`config.mk`:
```
export PLATFORM = sky130hd
export DESIGN_NAME = srv_line_fill_mem
export DESIGN_NICKNAME = d
export VERILOG_FILES = /design/src/rtl/srv_line_fill_mem.sv
export SDC_FILE = /design/constraint.sdc
export NUM_CORES = 1
export LEC_CHECK = 0
export CAP_MARGIN = 20
export CORE_MARGIN = 2
export CORE_UTILIZATION = 51
export CTS_BUF_LIST = sky130_fd_sc_hd__clkbuf_16
export CTS_CLUSTER_DIAMETER = 50
export DETAILED_ROUTE_END_ITERATION = 10
export GPL_ROUTABILITY_DRIVEN = 0
export GPL_TIMING_DRIVEN = 0
export PLACE_DENSITY = 0.92
export SYNTH_ARGS = -nofsm -noshare
export SYNTH_HDL_FRONTEND = slang
export SYNTH_SLANG_ARGS = --single-unit
```
`constraint.sdc`:
```
create_clock -name clk -period 3.55 [get_ports clk]
set_clock_uncertainty 0.15 [all_clocks]
set_input_delay 0.71 -clock clk [delete_from_list [all_inputs] [get_ports clk]]
set_output_delay 0.71 -clock clk [all_outputs]
set_load 0.03 [all_outputs]
```
`src/rtl/srv_line_fill_mem.sv`:
```
// srv_line_fill_mem: icache line-fill responder, four sequential ROM beats per line.
// Define SRV_LINE_FILL_CRIT_FIRST_EN to fetch the requested word first.
module srv_line_fill_mem #(
    parameter int WAIT_CYCLES = 0,
    parameter int ADDR_W      = 32
) (
    input  logic              clk,
    input  logic              rst,
    input  logic [ADDR_W-1:0] ext_addr_i,
    input  logic              ext_req_i,
    output logic              ext_rsp_o,
    output logic [127:0]      ext_data_o,
    output logic [ADDR_W-1:0] rom_addr_o,
    input  logic [31:0]       rom_data_i
);

    localparam logic [1:0] IDLE  = 2'd0;
    localparam logic [1:0] FETCH = 2'd1;
    localparam logic [1:0] RESP  = 2'd2;

    localparam logic [3:0] WAIT_MAX = 4'(WAIT_CYCLES);

    logic [1:0]        state;
    logic [ADDR_W-5:0] base;
    logic [1:0]        start;
    logic [1:0]        beat;
    logic [1:0]        word;
    logic [3:0]        wait_cnt;
    logic [1:0]        req_start;
    logic              unused_addr_bits;

    assign unused_addr_bits = ^ext_addr_i[3:0];

`ifdef SRV_LINE_FILL_CRIT_FIRST_EN
    assign req_start = ext_addr_i[3:2];
`else
    assign req_start = 2'd0;
`endif

    // Word index wraps inside the aligned line; no carry into base.
    assign word      = start + beat;
    assign ext_rsp_o = (state == RESP);

    always_comb begin
        rom_addr_o = '0;
        if (state != IDLE) begin
            rom_addr_o = {2'b00, base, word};
        end
    end

    always_ff @(posedge clk) begin
        if (rst) begin
            state      <= IDLE;
            base       <= '0;
            start      <= '0;
            beat       <= '0;
            wait_cnt   <= '0;
            ext_data_o <= '0;
        end else begin
            case (state)
                IDLE: begin
                    if (ext_req_i) begin
                        base     <= ext_addr_i[ADDR_W-1:4];
                        start    <= req_start;
                        beat     <= '0;
                        wait_cnt <= '0;
                        state    <= FETCH;
                    end
                end
                FETCH: begin
                    if (wait_cnt == WAIT_MAX) begin
                        ext_data_o[{word, 5'b0} +: 32] <= rom_data_i;
                        wait_cnt <= '0;
                        // Beat stays at 3 so RESP keeps the last word address.
                        if (beat == 2'd3) begin
                            state <= RESP;
                        end else begin
                            beat <= beat + 2'd1;
                        end
                    end else begin
                        wait_cnt <= wait_cnt + 4'd1;
                    end
                end
                RESP: begin
                    beat  <= '0;
                    state <= IDLE;
                end
                default: begin
                    state <= IDLE;
                end
            endcase
        end
    end

endmodule

```
Yosys cells after proc, flatten, opt, wreduce, memory -nomap -nowiden --
Index checks and enable logic that the tools add are counted.
Word-level totals: register bits after elaboration 164, output and inout bits 161, input bits 67
Operators by class: muxes and demuxes 13, add/sub/neg operators 3, reductions and logical operators 10, shifts and indexed selects 2, equality and inequality tests 7
Operators with widths (number):
- bitwise mux 128 bit | 1
- variable shift 32 x 9 -> 128 bit (first input constant) | 1
- indexed part select 32 x 9 -> 128 bit | 1
- 2-to-1 mux 30 bit | 1
- 2-to-1 mux 2 bit | 6
- negator 7 -> 9 bit | 1
- 2-to-1 mux 4 bit | 2
- inequality test 2 bit (second input constant) | 4
- one-hot mux 4 bit (2 select lines) | 1
- one-hot mux 2 bit (3 select lines) | 1
- AND reduction 2 bit | 3
- adder 4 x 1 -> 4 bit (second input constant) | 1
- == test 2 bit (second input constant) | 2
- zero test 4 bit | 1
- one-hot mux 2 bit (2 select lines) | 1
- AND reduction 4 bit | 1
- nonzero test 2 bit | 2
- AND reduction 3 bit | 1
- nonzero test 3 bit | 1
- adder 2 x 1 -> 2 bit (second input constant) | 1
- == test 2 x 1 -> 1 bit (second input constant) | 1
- zero test 2 bit | 1

Logic depth before layout (Yosys ltp) --
word-level depth 4, depth in mapped cells 8, depth with buffers taken out 5

Worst setup path before layout --
No wires, ideal clock.
path kind reg-to-output, start point register state[0], end point output rom_addr_o[10], arrival 1.304 ns, path buffers 2, setup slack 1.386 ns, stages on the path, launching flop included 5, cell sequence dfxtp_1 > clkbuf_1 > nor2_1 > clkbuf_1 > nor2b_1
On the way: word-level cells in the longest chain between the ends 2
Ends and longest elaborated chain:
- start, declared | RTL line 23 | logic [1:0] state;
- start signal, assigned | RTL line 53 | state <= IDLE;
- start signal, assigned | RTL line 67 | state <= FETCH;
- start signal, assigned | RTL line 76 | state <= RESP;
- nonzero test 2 bit | RTL line 46 | if (state != IDLE) begin
- 2-to-1 mux 30 bit | RTL line 46
- end, declared | RTL line 13 | output logic [ADDR_W-1:0] rom_addr_o,
No other way between the ends.

Final worst setup path --
start point register state[0], end point output rom_addr_o[23]
Same word-level chain as after synthesis.

==> results.sh <==
export IMPL_place_hpwl_um=15600
export IMPL_syn_to_final_growth_pct=40.8
export IMPL_initialDrtViolationCount=395
export IMPL_critPathKind="flop to output pin"
export IMPL_cts_htree_levels=4
export IMPL_grt_usage=0.279
export IMPL_vias_per_cell=5.23
export IMPL_slew_headroom=0.510
export IMPL_worst_path_buf_inv=3
export IMPL_power_density_nw_per_um2=404
export IMPL_yosysWarnings=0
export IMPL_hp_class="flop to flop"
export IMPL_cts_sinks=164
export IMPL_synth_top_area_frac=0.448
export IMPL_arrival_ns=2.40
export IMPL_grt_pass1_wl_um=32800
export IMPL_post_cts_resized=0
export IMPL_rsz0062_at_grt="false"
export IMPL_synth_edf_count=0
export IMPL_post_cts_setup_buffer_count=0
export IMPL_peakVddDrop_v=0.000333
export IMPL_antenna_found_initial=0
export IMPL_final_area_um2=10300
export IMPL_grt_overflow_total=0
export IMPL_dr_pass1_iters=5
export IMPL_grt_max_degree=17
export IMPL_placed_cell_area_um2=9760
export IMPL_outcome="complete, no violations"
export IMPL_worst_path_most_repeated_cell="clkbuf_1"
export IMPL_hold_viol_final=0
export IMPL_maxCapViolCount=0
export IMPL_drt_total_wl_um=21300
export IMPL_vias=6533
export IMPL_syn_avg_cell_area_um2=8.98
export IMPL_fp_dieW_um=124
export IMPL_crit_chain="clkbuf_1 -> nor2_1 -> clkbuf_1 -> nor2b_1 -> clkdlybuf4s50_1"
export IMPL_numPortBuffers=220
export IMPL_seq_area_frac_synth=0.448
export IMPL_place_ws_ns=0.769
export IMPL_final_min_clock_period_ns=3.26
export IMPL_finalCritPeriodShare=0.919
export IMPL_cts_tree="built"
export IMPL_crit_family="buffers and inverters"
export IMPL_tightest_slew_ns=0.733
export IMPL_drive_gt1_frac=0.0683
export IMPL_final_util=0.741
export IMPL_async_reset_ff_frac=0
export IMPL_placed_cells=1217
export IMPL_cts_hold_buf=0
export IMPL_synth_flop_cell="dfxtp_1"
export IMPL_wire_per_inst_um=17.0
export IMPL_clk_pin_slew_ns=0.06
export IMPL_synthesis_instances=816
export IMPL_ant_nets=0
export IMPL_cts_root_buf="clkbuf_16"
export IMPL_cpPeakStageDelay_ns=0.71
export IMPL_worstPathRequired_ns=2.69
export IMPL_die_y_um=124
export IMPL_drc_errors=0
export IMPL_cts_made_buffers=17
export IMPL_io_pins=228
export IMPL_yosys_cell_types_count=42
export IMPL_die_area_um2=15300
export IMPL_cp_max_fo=10
export IMPL_synth_top_area_cell="dfxtp_1"
export IMPL_start_util=0.526
export IMPL_drv_slew=0
export IMPL_num_rows=43
export IMPL_clockBufferDepth=2
export IMPL_n_antenna_cell=0
export IMPL_insertion_delay_ns=0.42
export IMPL_setup_viol=0
export IMPL_synth_seq_cells=164
export IMPL_cp_start_kind="flop"
export IMPL_stdcell_count=1249
export IMPL_slowest_stage="clkdlybuf4s50_1"
export IMPL_syn_area_um2=7330
export IMPL_synth_most_common_cell="nand2_1"
export IMPL_coreArea_um2=13900
export IMPL_setup_tns_ns=0
export IMPL_p_leak_nw=3.74
export IMPL_synth_area_leaders="dfxtp_1 (45%), mux2i_1 (17%), nand2_1 (13%)"
export IMPL_fin_ws_ns=0.289
export IMPL_worstSetupEndpointType="output pin"
export IMPL_timing_fmax_ghz=0.307
export IMPL_grt_pass1_vias=6397
export IMPL_synthTopCellsByCount="nand2_1 (258), dfxtp_1 (164), mux2i_1 (128), nor2b_1 (64), nand2b_1 (56)"
export IMPL_nets=1130
[power breakdown]
part	leakage (nW)	total [mW]	switching (mW)	internal [mW]
registers	1.33	1.91	0.0241	1.89
clock network	0.256	1.76	0.793	0.968
logic	2.15	0.499	0.278	0.221
[stage by stage]
stage               hold WS [ns]  total power, mW
floorplan                  0.282             2.24
global placement           0.287             2.44
global route               0.317             4.29
finish                     0.300             4.17
detailed placement         0.292             2.45
CTS                        0.300             4.17
[flip-flops by register name, indices dropped and copies added (netlist names)]
| name | flops |
|---|---|
| ext_data_o | 128 |
| base | 28 |
| wait_cnt | 4 |
| beat | 2 |
| state | 2 |
[cell type report]
class                      instances  area (um^2)
fill                             997         3610
multi-input combinational        586         3580
sequential                       164         3280
timing repair buffer             220         2200
buffer                            61          444
clock buffer                      17          425
tap                              180          225
clock inverter                    15          135
inverter                           6         22.5
[metal layers]
layer  vias up  track usage  part of all wire
met1      3103        0.334              0.41
met2       271        0.481              0.49
met4         0        0.114             0.024
met3        44       0.0664             0.076
met5         -            0                 0
li1       3115            -                 -
[layout by cell type (no fill, tap or decap), types with 12 or more instances in the layout]
cell type / n
a21oi_1: 33
clkbuf_16: 17
dfxtp_1: 164
mux2i_1: 128
clkbuf_1: 30
nand2b_1: 56
nor2b_1: 64
nand2_1: 258
buf_2: 12
clkdlybuf4s50_1: 220
[worst reg2reg max path: cells and delay by family (launching register included)]
family	cells	cell delay (ns)
adders and majority gates	1	0.49
and+or+nand+nor	2	0.77
DFF	1	0.36
buffers and inverters	3	0.75
muxes	1	0.17
[logic make-up (layout without fill, tap and decap cells)]
logic type,Yosys count,in the layout,synth area share
flops,164,164,0.448
mux,128,128,0.175
simple gates,407,407,0.269
buf+inv,67,319,0.0637
other cells,1,2,0.000512
fa+ha+maj,7,7,0.0119
compound gates,42,42,0.0326
[path summary, 6_finish.rpt]
kind / start / end / slack, ns / depth (start not counted)
worst min-delay path: base[23] / base[23] / 0.30 / 2
worst max-delay path: state[0] / rom_addr_o[23] / 0.29 / 5
worst max register to register: beat[0] / ext_data_o[67] / 0.79 / 7
worst min register to register: base[23] / base[23] / 0.30 / 2
No activity file was read; power rests on OpenSTA's default activity.
